### config.mk
export PLATFORM = sky130hd
export DESIGN_NAME = alu_op_sequencer
export DESIGN_NICKNAME = d
export VERILOG_FILES = /design/src/rtl/alu_op_sequencer.sv
export SDC_FILE = /design/constraint.sdc
export NUM_CORES = 1
export LEC_CHECK = 0
export CAP_MARGIN = 15
export CORE_ASPECT_RATIO = 2
export CORE_MARGIN = 2
export CORE_UTILIZATION = 35
export DETAILED_ROUTE_END_ITERATION = 10
export PLACE_DENSITY_LB_ADDON = 0.2
export SYNTH_ARGS = -nofsm -noshare
export SYNTH_HDL_FRONTEND = slang
export SYNTH_SLANG_ARGS = --single-unit
### constraint.sdc
create_clock -name clk -period 1.6 [get_ports clk]
set_input_delay 0.24 -clock clk [delete_from_list [all_inputs] [get_ports clk]]
set_output_delay 0.24 -clock clk [all_outputs]
set_load 0.05 [all_outputs]
### src/rtl/alu_op_sequencer.sv
`default_nettype none
// ============================================================================
//  Module      : alu_op_sequencer
//  Description : Multi-cycle controller for the GSU ALU. Accepts one decoded
//                op at a time, steers the ALU select lines, captures the
//                result and owns the Z/S/CY/OV flag register. The optional
//                second carry/borrow pass for ADC/SBC is enabled by the
//                ALU_CARRY_CHAIN_EN macro. Without the macro, ADC/SBC behave
//                as plain ADD/SUB.
//  Revision    : 1.0 - initial release
// ============================================================================
module alu_op_sequencer #(
    parameter int WIDTH = 16
) (
    input  logic             clk,
    input  logic             rst_n,
    input  logic             op_valid,
    output logic             op_ready,
    input  logic [2:0]       op_code,
    input  logic [1:0]       op_alt,
    input  logic [WIDTH-1:0] alu_z,
    input  logic             alu_cy,
    input  logic             alu_ov,
    output logic             y_src_sel,
    output logic [2:0]       z_src_sel,
    output logic             add_sub_sel,
    output logic             x_from_tmp,
    output logic             y_force_one,
    output logic [WIDTH-1:0] result,
    output logic             wb_en,
    output logic             done,
    output logic             flag_z,
    output logic             flag_s,
    output logic             flag_cy,
    output logic             flag_ov
);

    localparam logic [2:0] c_op_add  = 3'b000;
    localparam logic [2:0] c_op_sub  = 3'b001;
    localparam logic [2:0] c_op_and  = 3'b010;
    localparam logic [2:0] c_op_or   = 3'b011;
    localparam logic [2:0] c_op_xor  = 3'b100;
    localparam logic [2:0] c_op_lsr  = 3'b101;
    localparam logic [2:0] c_op_swap = 3'b110;
    localparam logic [2:0] c_op_cmp  = 3'b111;

    localparam logic [2:0] c_z_adder = 3'b000;
    localparam logic [2:0] c_z_and   = 3'b001;
    localparam logic [2:0] c_z_or    = 3'b010;
    localparam logic [2:0] c_z_xor   = 3'b011;
    localparam logic [2:0] c_z_shift = 3'b100;
    localparam logic [2:0] c_z_swap  = 3'b101;

    typedef enum logic [1:0] {
        S_IDLE  = 2'd0,
        S_EXEC  = 2'd1,
        S_CARRY = 2'd2,
        S_WB    = 2'd3
    } state_t;

    state_t           r_state;
    state_t           w_state_nxt;

    logic [2:0]       r_op_code;
    logic             r_y_imm;
    logic [WIDTH-1:0] r_tmp;
    logic             r_cy1;
    logic             r_ov1;

    logic             w_accept;
    logic             w_is_arith;
    logic             w_is_sub;
    logic [2:0]       w_z_sel;
    logic             w_x_from_tmp;
    logic             w_y_force_one;

    assign w_accept   = op_valid && (r_state == S_IDLE);
    assign w_is_sub   = (r_op_code == c_op_sub) || (r_op_code == c_op_cmp);
    assign w_is_arith = (r_op_code == c_op_add) || w_is_sub;

`ifdef ALU_CARRY_CHAIN_EN
    logic r_with_carry;
    logic w_need_carry;

    // ADC only needs the +1 pass with an incoming carry; SBC only needs the
    // -1 pass with an incoming borrow (flag_cy = 0 means borrow).
    assign w_need_carry = w_is_arith && r_with_carry && (w_is_sub ? !flag_cy : flag_cy);

    // Latch the carry-chain request alongside the other op fields
    always_ff @(posedge clk or negedge rst_n) begin
        if (!rst_n) begin
            r_with_carry <= 1'b0;
        end else if (w_accept) begin
            r_with_carry <= op_alt[0];
        end
    end

    assign x_from_tmp  = w_x_from_tmp;
    assign y_force_one = w_y_force_one;
`else
    assign x_from_tmp  = 1'b0;
    assign y_force_one = 1'b0;
`endif

    // Map latched op onto the ALU result-source select
    always_comb begin
        w_z_sel = c_z_adder;
        case (r_op_code)
            c_op_and:  w_z_sel = c_z_and;
            c_op_or:   w_z_sel = c_z_or;
            c_op_xor:  w_z_sel = c_z_xor;
            c_op_lsr:  w_z_sel = c_z_shift;
            c_op_swap: w_z_sel = c_z_swap;
            default:   w_z_sel = c_z_adder;
        endcase
    end

    // State register
    always_ff @(posedge clk or negedge rst_n) begin
        if (!rst_n) begin
            r_state <= S_IDLE;
        end else begin
            r_state <= w_state_nxt;
        end
    end

    // Next-state logic and ALU steering outputs
    always_comb begin
        w_state_nxt   = r_state;
        op_ready      = 1'b0;
        y_src_sel     = 1'b0;
        z_src_sel     = c_z_adder;
        add_sub_sel   = 1'b0;
        w_x_from_tmp  = 1'b0;
        w_y_force_one = 1'b0;
        case (r_state)
            S_IDLE: begin
                op_ready = 1'b1;
                if (op_valid) begin
                    w_state_nxt = S_EXEC;
                end
            end
            S_EXEC: begin
                y_src_sel   = r_y_imm;
                z_src_sel   = w_z_sel;
                add_sub_sel = w_is_sub;
`ifdef ALU_CARRY_CHAIN_EN
                w_state_nxt = w_need_carry ? S_CARRY : S_WB;
`else
                w_state_nxt = S_WB;
`endif
            end
`ifdef ALU_CARRY_CHAIN_EN
            S_CARRY: begin
                // Second pass: tmp +/- 1 through the adder
                w_x_from_tmp  = 1'b1;
                w_y_force_one = 1'b1;
                add_sub_sel   = w_is_sub;
                w_state_nxt   = S_WB;
            end
`endif
            S_WB: begin
                w_state_nxt = S_IDLE;
            end
            default: begin
                w_state_nxt = S_IDLE;
            end
        endcase
    end

    // Datapath: op latch, intermediate capture, result/flag commit
    always_ff @(posedge clk or negedge rst_n) begin
        if (!rst_n) begin
            r_op_code <= 3'b000;
            r_y_imm   <= 1'b0;
            r_tmp     <= '0;
            r_cy1     <= 1'b0;
            r_ov1     <= 1'b0;
            result    <= '0;
            wb_en     <= 1'b0;
            done      <= 1'b0;
            flag_z    <= 1'b0;
            flag_s    <= 1'b0;
            flag_cy   <= 1'b0;
            flag_ov   <= 1'b0;
        end else begin
            wb_en <= 1'b0;
            done  <= 1'b0;
            case (r_state)
                S_IDLE: begin
                    if (w_accept) begin
                        r_op_code <= op_code;
                        r_y_imm   <= op_alt[1];
                    end
                end
                S_EXEC: begin
                    r_tmp <= alu_z;
                    r_cy1 <= alu_cy;
                    r_ov1 <= alu_ov;
                end
`ifdef ALU_CARRY_CHAIN_EN
                S_CARRY: begin
                    // Carry out of either pass carries; for subtract, no
                    // borrow only if neither pass borrowed.
                    r_tmp <= alu_z;
                    r_cy1 <= w_is_sub ? (r_cy1 & alu_cy) : (r_cy1 | alu_cy);
                    r_ov1 <= r_ov1 | alu_ov;
                end
`endif
                S_WB: begin
                    result <= r_tmp;
                    flag_z <= (r_tmp == '0);
                    flag_s <= r_tmp[WIDTH-1];
                    if (w_is_arith) begin
                        flag_cy <= r_cy1;
                        flag_ov <= r_ov1;
                    end
                    done  <= 1'b1;
                    wb_en <= (r_op_code != c_op_cmp);
                end
                default: begin
                end
            endcase
        end
    end

endmodule
`default_nettype wire
==> impl_results.md, run 1 <==
* Run status: completed
* Final Slew Violations at 0
* Compound-Gate Fraction of Synth Area at ~1.3%
* Area of all placed cells without fillers at 0.00265 mm2
* Antenna violations before repair at 0
* Simple-Gate Fraction of Synth Area at slightly below 7%
* Highest-count cells in the layout ignoring fill and taps: 41 x sky130_fd_sc_hd__dfrtp_1, 31 x sky130_fd_sc_hd__buf_4, 26 x sky130_fd_sc_hd__mux2_2
* Clock edge transition at the registers on the reported setup and hold paths at about 80 ps
* Number of clock sinks at between 40 and 50
* Utilization after layout at between 50% and 60%
* Max_cap viols at 0
* Count of unresolved DRC violations after routing at 0
* Net Sw Frac at between 40% and 50%
* Achievable clock frequency at roughly 0.64 GHz
* Post-synth top area cell: sky130_fd_sc_hd__dfrtp_1
* Final critical-path share of the clock period at between 90% and 100%
* Post-synthesis sequential area ratio at 60.0%
* Buffer cell driving the clock tree root: sky130_fd_sc_hd__clkbuf_8
* Remaining number of nets flagged by the antenna check after routing at 0
* Syn Std Cell Area at 0.00188 mm2
* Worst setup path start: r_state[1]
* Cell Count Post-Placement at 232
* Switching power summed over all nets at roughly 2.8 mW
* Required time at the worst-slack endpoint at ~1400 ps
* Largest clock skew in the final design at about 5.1 ps
* Combinational share of power at 57.1%
* Total Die Area at between 0.005 and 0.006 mm2
* Post-synthesis cell type count at 25
* Cts bufs inserted at 5
* Cell row count at 37
* Number of inserted diodes at 0
* TritonCTS clock tree: yes
* Ratio of total power to cell area at between 2000 and 3000 mW/mm2
* Main combinational cell family by area after synthesis: multiplexers
* Total half-perimeter wirelength after legalization and detailed placement at between 2000 and 3000 um
* Design internal power at about 3.9 mW
* Final hold violation count at 0
* Total via count in the routed design at 1160
* Cts hold-fix bufs at 0
* Most common cell after layout, fill and taps aside: sky130_fd_sc_hd__dfrtp_1
* Largest net degree at the start of global routing at 46
* Cells after synthesis at roughly 130
* Via count of the first global-routing pass at roughly 1300
* Number of top-level design ports at 56
* Startpoint class of the critical path: register
* Adder and majority cell fraction of the synthesized area at 0%
* Total global-route track usage at between 10% and 20%
* Skew-Pair Late Insertion Delay at 290 ps
* Arrival time at the worst endpoint at between 1000 and 1500 ps
* Syn-to-layout area delta at 41.1%
* Relative contribution of sequential cells to total power at approximately a third
* Die boundary width at approximately 56 um
* Buffers from clock root to sink, at most at 2
* Xor and xnor fraction of the mapped netlist area at less than 1%
* Global-route wire length before repair at 6350 um
* Detailed-route wire length per cell at roughly 16 um
* Average cell area after synthesis at 15.0 um2
* Yosys warnings at 0
* Type of the most critical hold path: in2async
* Multiplexer fraction of the synthesized cell area at 26.8%
* Transition at the pin with the smallest max-transition slack at approximately 550 ps
* Flip-flop and latch count after synthesis at 45
* Minimum period implied by the final worst setup slack at between 1500 and 2000 ps
* Number of DRC markers in iteration 0 at 14
* Post-Route WL at a little under 4000 um
* Worst max-slew margin expressed relative to the limit at 63.2%
* Count of input and output buffers at 52
* Placer congestion estimate at between 0.7 and 0.8
* Top cells by area in the synthesized netlist: sky130_fd_sc_hd__dfrtp_1 60%, sky130_fd_sc_hd__mux2_2 16%, sky130_fd_sc_hd__mux2_4 11%
* Final number of setup-violating endpoints at 0
* Worst Path Class, Setup: reg2out
* Share of post-route cells with drive strength above 1 at a little over half
* Die Ht at 108 um
* First-pass detailed-route iteration total at 4
* Net count, final at 213
* Post-Layout Cell Count at between 200 and 250
* Total overflow reported by the global router at 0
* Total power consumption of the routed design at 6.66 mW
* Effective utilization at floorplan at between 30% and 40%
* RSZ-0062 raised after global routing: true
* R2r startpoint: r_state[1]
* Largest vdd supply drop at 1340 uV
* Clock share of power at between 10% and 20%
* Via density per instance at between 4 and 5
* Capturing element type of the critical path: output port
* Placeable core region at approximately 0.0051 mm2
* Fill cell instance count of the final layout at 454
* Static leakage at roughly 1.2 nW
* Maximum fanout encountered on the critical timing path at 6
* Max H-tree Level at 2
* Placed standard-cell area at 0.00245 mm2
* Area fraction of the dominant cell type after synthesis at about three fifths
state kept, by name, summed over array words and instances, names as in the netlist, 2 cells and up:
signal     cells
r_op_code      3
r_state        2
r_tmp         16
result        16
synth_stat cells (all sizes together):
master	n
dfrtp	45
mux2	40
buf	8
nand2	6
nor2	4
nor4	4
and2	3
a21oi	2
nor2b	2
and3	1
clkbuf	1
conb	1
inv	1
nand2b	1
nand3	1
nand4	1
o21ai	1
o22ai	1
or2	1
xor2	1
critical path: stages (launching register included):
cell and delay, ps:
sky130_fd_sc_hd__dfrtp_2 420, sky130_fd_sc_hd__nor2b_4 200, sky130_fd_sc_hd__buf_4 140, sky130_fd_sc_hd__and2_4 140
sky130_fd_sc_hd__buf_12 130
timing repair:
action | CTS | global route
gates resized for setup | 5 | 6
buffers inserted | 4 | 2
pin swaps | 0 | 2
setup endpoints to repair | 5 | 5
final cells by class:
class	instances	area (um2)	share of cell area (%)
Clock inverter	2	13.8	0.520
Inverter	1	3.75	0.142
Multi-Input combinational cell	71	716	27.0
Timing Repair Buffer	63	628	23.7
Sequential cell	45	1130	42.7
Tap cell	58	72.6	2.74
Clock buffer	6	82.6	3.12
worst paths after layout:
check / to / slack [ps] / depth (start not counted)
worst max-delay path: z_src_sel[1] / 40 / 4
worst min-delay path: result[15] / 20 / 2
worst max register to register: r_op_code[2] / 150 / 4
worst min register to register: flag_z / 490 / 2
max in group asynchronous: r_state[1] / 1180 / 2
min in group clk: flag_z / 490 / 2
power by group through the flow:
stage,clock (mW),sequential (mW),combinational [mW]
CTS,0.747,2.14,3.72
finish,0.719,2.14,3.81
global placement,0,2.13,3.49
global route,0.804,2.21,4.00
detailed placement,0,2.17,3.57
floorplan,0,2.93,1.71
routing by layer:
layer | global-route usage (%) | share of wire, % | vias up
met1 | 15.5 | 39 | 572
met4 | 6.10 | 1.3 | 0
li1 | - | - | 550
met2 | 23.8 | 56 | 34
met5 | 0 | 0 | -
met3 | 3.73 | 4.1 | 4
through the flow:
stage / setup TNS (ps) / hold slack [ps] / worst slack (ps)
global placement: 0 / 331 / 136
CTS: 0 / 35.3 / 3.39
floorplan: 0 / -55.6 / 14.9
detailed placement: 0 / 356 / 101
global route: -73.7 / 68.6 / -27.1
finish: 0 / 15.7 / 40.9
kinds of logic after synthesis:
| kind of cell | Yosys count |
|---|---|
| multiplexers | 40 |
| AO/OA/AOI/OAI | 4 |
| AND/OR/NAND/NOR | 24 |
| XOR/XNOR | 1 |
| buffers and inverters | 10 |
| flip-flops | 45 |
| other | 1 |
Note: power is estimated with default switching activity, not from simulation.
==> run 2, diff against run 1 <==
CORE_MARGIN = 10   (was 2)
==> run 2 against run 1 <==
  * Critical endpoint is now add_sub_sel
  * Die area rose by 48%
  * Non-clock buffer count decreased by 1
  * First-iteration DRC count is 36% higher
  * Hold slack better by 1.6 ps
  * Power down 3.1%
  * Routed wire length rose by 8.3%
==> impl_results.md, run 2 (synthesis gave the netlist of run 1 again) <==
* Total overflow reported by the global router at 0
* Capturing point of the worst reg2reg path: r_op_code[0]
* Total via count in the routed design at around 1200
* Largest clock skew in the final design at 3.49 ps
* Cell row count at 37
* Clock share of power at 9.8%
* TritonCTS clock tree: yes
* Detailed-route wire length per cell at 17.2 um
* Syn-to-layout area delta at 37.7%
* Worst max-slew margin expressed relative to the limit at between 60% and 70%
* Registers with the most flip-flops: r_tmp x16, result x16, r_op_code x3
* Skew-Pair Late Insertion Delay at ~290 ps
* Relative contribution of sequential cells to total power at roughly 33%
* Required time at the worst-slack endpoint at roughly 1400 ps
* Final hold violation count at 0
* Largest net degree at the start of global routing at 46
* Post-Route WL at approximately 4200 um
* Most common cell after layout, fill and taps aside: sky130_fd_sc_hd__dfrtp_1
* Buffer cell driving the clock tree root: sky130_fd_sc_hd__clkbuf_8
* Count of unresolved DRC violations after routing at 0
* Die Ht at roughly 120 um
* Area of all placed cells without fillers at 0.00258 mm2
* Switching power summed over all nets at roughly 2.8 mW
* Design internal power at 3.70 mW
* Placer congestion estimate at approximately 0.76
* Share of post-route cells with drive strength above 1 at between 50% and 60%
* Capturing element type of the critical path: output port
* Net Sw Frac at a little over two fifths
* Arrival time at the worst endpoint at approximately 1300 ps
* Remaining number of nets flagged by the antenna check after routing at 0
* First-pass detailed-route iteration total at 2
* Highest-count cells in the layout ignoring fill and taps: 42 x sky130_fd_sc_hd__dfrtp_1, 31 x sky130_fd_sc_hd__buf_4, 26 x sky130_fd_sc_hd__mux2_2
* Number of DRC markers in iteration 0 at 19
* Clock edge transition at the registers on the reported setup and hold paths at ~80 ps
* Achievable clock frequency at between 0.6 and 0.7 GHz
* Die boundary width at between 70 and 80 um
* Effective utilization at floorplan at between 30% and 40%
* Antenna violations before repair at 0
* Utilization after layout at 49.8%
* Placeable core region at between 0.005 and 0.006 mm2
* Maximum fanout encountered on the critical timing path at 6
* Total power consumption of the routed design at between 6 and 7 mW
* Startpoint class of the critical path: register
* Total half-perimeter wirelength after legalization and detailed placement at ~3200 um
* Type of the most critical hold path: in2async
* Worst Reg2Reg Path Length in Cells at 4
* RSZ-0062 raised after global routing: true
* Via density per instance at approximately 4.8
* Largest vdd supply drop at about 1400 uV
* Global-route wire length before repair at 6730 um
* Placed standard-cell area at ~0.0024 mm2
* Ratio of total power to cell area at about 2500 mW/mm2
* Number of inserted diodes at 0
* Transition at the pin with the smallest max-transition slack at 552 ps
* R2r startpoint: r_state[1]
* Net count, final at 212
* Total Die Area at approximately 0.0089 mm2
* Via count of the first global-routing pass at 1320
* Minimum period implied by the final worst setup slack at ~1600 ps
* Buffers from clock root to sink, at most at 2
* Final critical-path share of the clock period at 97.4%
* Final Slew Violations at 0
* Max H-tree Level at 2
* Number of clock sinks at 45
* Count of input and output buffers at 52
* Final number of setup-violating endpoints at 0
* Run status: completed
* Register-to-Register Setup Slack at 140 ps
* Max_cap viols at 0
* Fill cell instance count of the final layout at roughly 470
* Worst Path Class, Setup: reg2out
* Static leakage at approximately 1.2 nW
* Total global-route track usage at under 10%
* Combinational share of power at 57.1%
* Number of top-level design ports at 56
* Cts bufs inserted at 5
run 2: what timing repair did:
| action | in CTS | in global routing |
|---|---|---|
| endpoints found under the setup margin | 4 | 5 |
| gates resized for setup | 5 | 4 |
| buffers inserted | 2 | 3 |
| pin swaps | 0 | 1 |
| hold buffers | 0 | 0 |
run 2: critical path, stage by stage (launching register included):
cell	delay, ps
sky130_fd_sc_hd__dfrtp_2	440
sky130_fd_sc_hd__or2_4	280
sky130_fd_sc_hd__a21oi_4	150
sky130_fd_sc_hd__buf_12	150
run 2: stage by stage:
step                      worst slack [ps]  hold WS [ps]  TNS [ps]  std cells
after global placement                 164           335         0        232
after detailed placement               140           355         0        232
after floorplan                       14.9         -55.6         0        126
final                                 42.3          17.3         0        243
after global routing                 -10.9          62.5     -20.7        243
after CTS                            0.264          35.9         0        240
run 2: routing by layer:
layer | vias to the layer above | global-route usage, % | wire length [um]
li1 | 543 | - | -
met1 | 581 | 10.2 | 1550
met2 | 37 | 16.1 | 2250
met3 | 4 | 4.09 | 323
met4 | 0 | 4.38 | 57
met5 | - | 0 | 0
run 2: worst max path at each step:
stage	startpoint	to	cells past startpoint
detailed placement	r_state[0]	r_tmp[9]	3
finish	r_op_code[1]	add_sub_sel	3
CTS	r_state[1]	y_src_sel	4
floorplan	r_state[0]	r_op_code[0]	3
global placement	op_valid	r_y_imm	3
global route	r_op_code[1]	add_sub_sel	3
run 2: final cells by class:
type / instances / area (um2) / area share, %
sequential: 45 / 1130 / 43.7
multi-input combinational: 71 / 704 / 27.3
timing repair buffer: 62 / 599 / 23.2
tap: 58 / 72.6 / 2.81
clock buffer: 5 / 68.8 / 2.66
clock inverter: 1 / 5.00 / 0.194
inverter: 1 / 3.75 / 0.145
run 2: power by group through the flow:
| stage | registers (mW) | logic, mW | clock network, mW |
|---|---|---|---|
| detailed placement | 2.17 | 3.56 | 0 |
| floorplan | 2.93 | 1.71 | 0 |
| global route | 2.21 | 3.88 | 0.715 |
| global placement | 2.13 | 3.48 | 0 |
| CTS | 2.14 | 3.67 | 0.665 |
| finish | 2.14 | 3.69 | 0.633 |
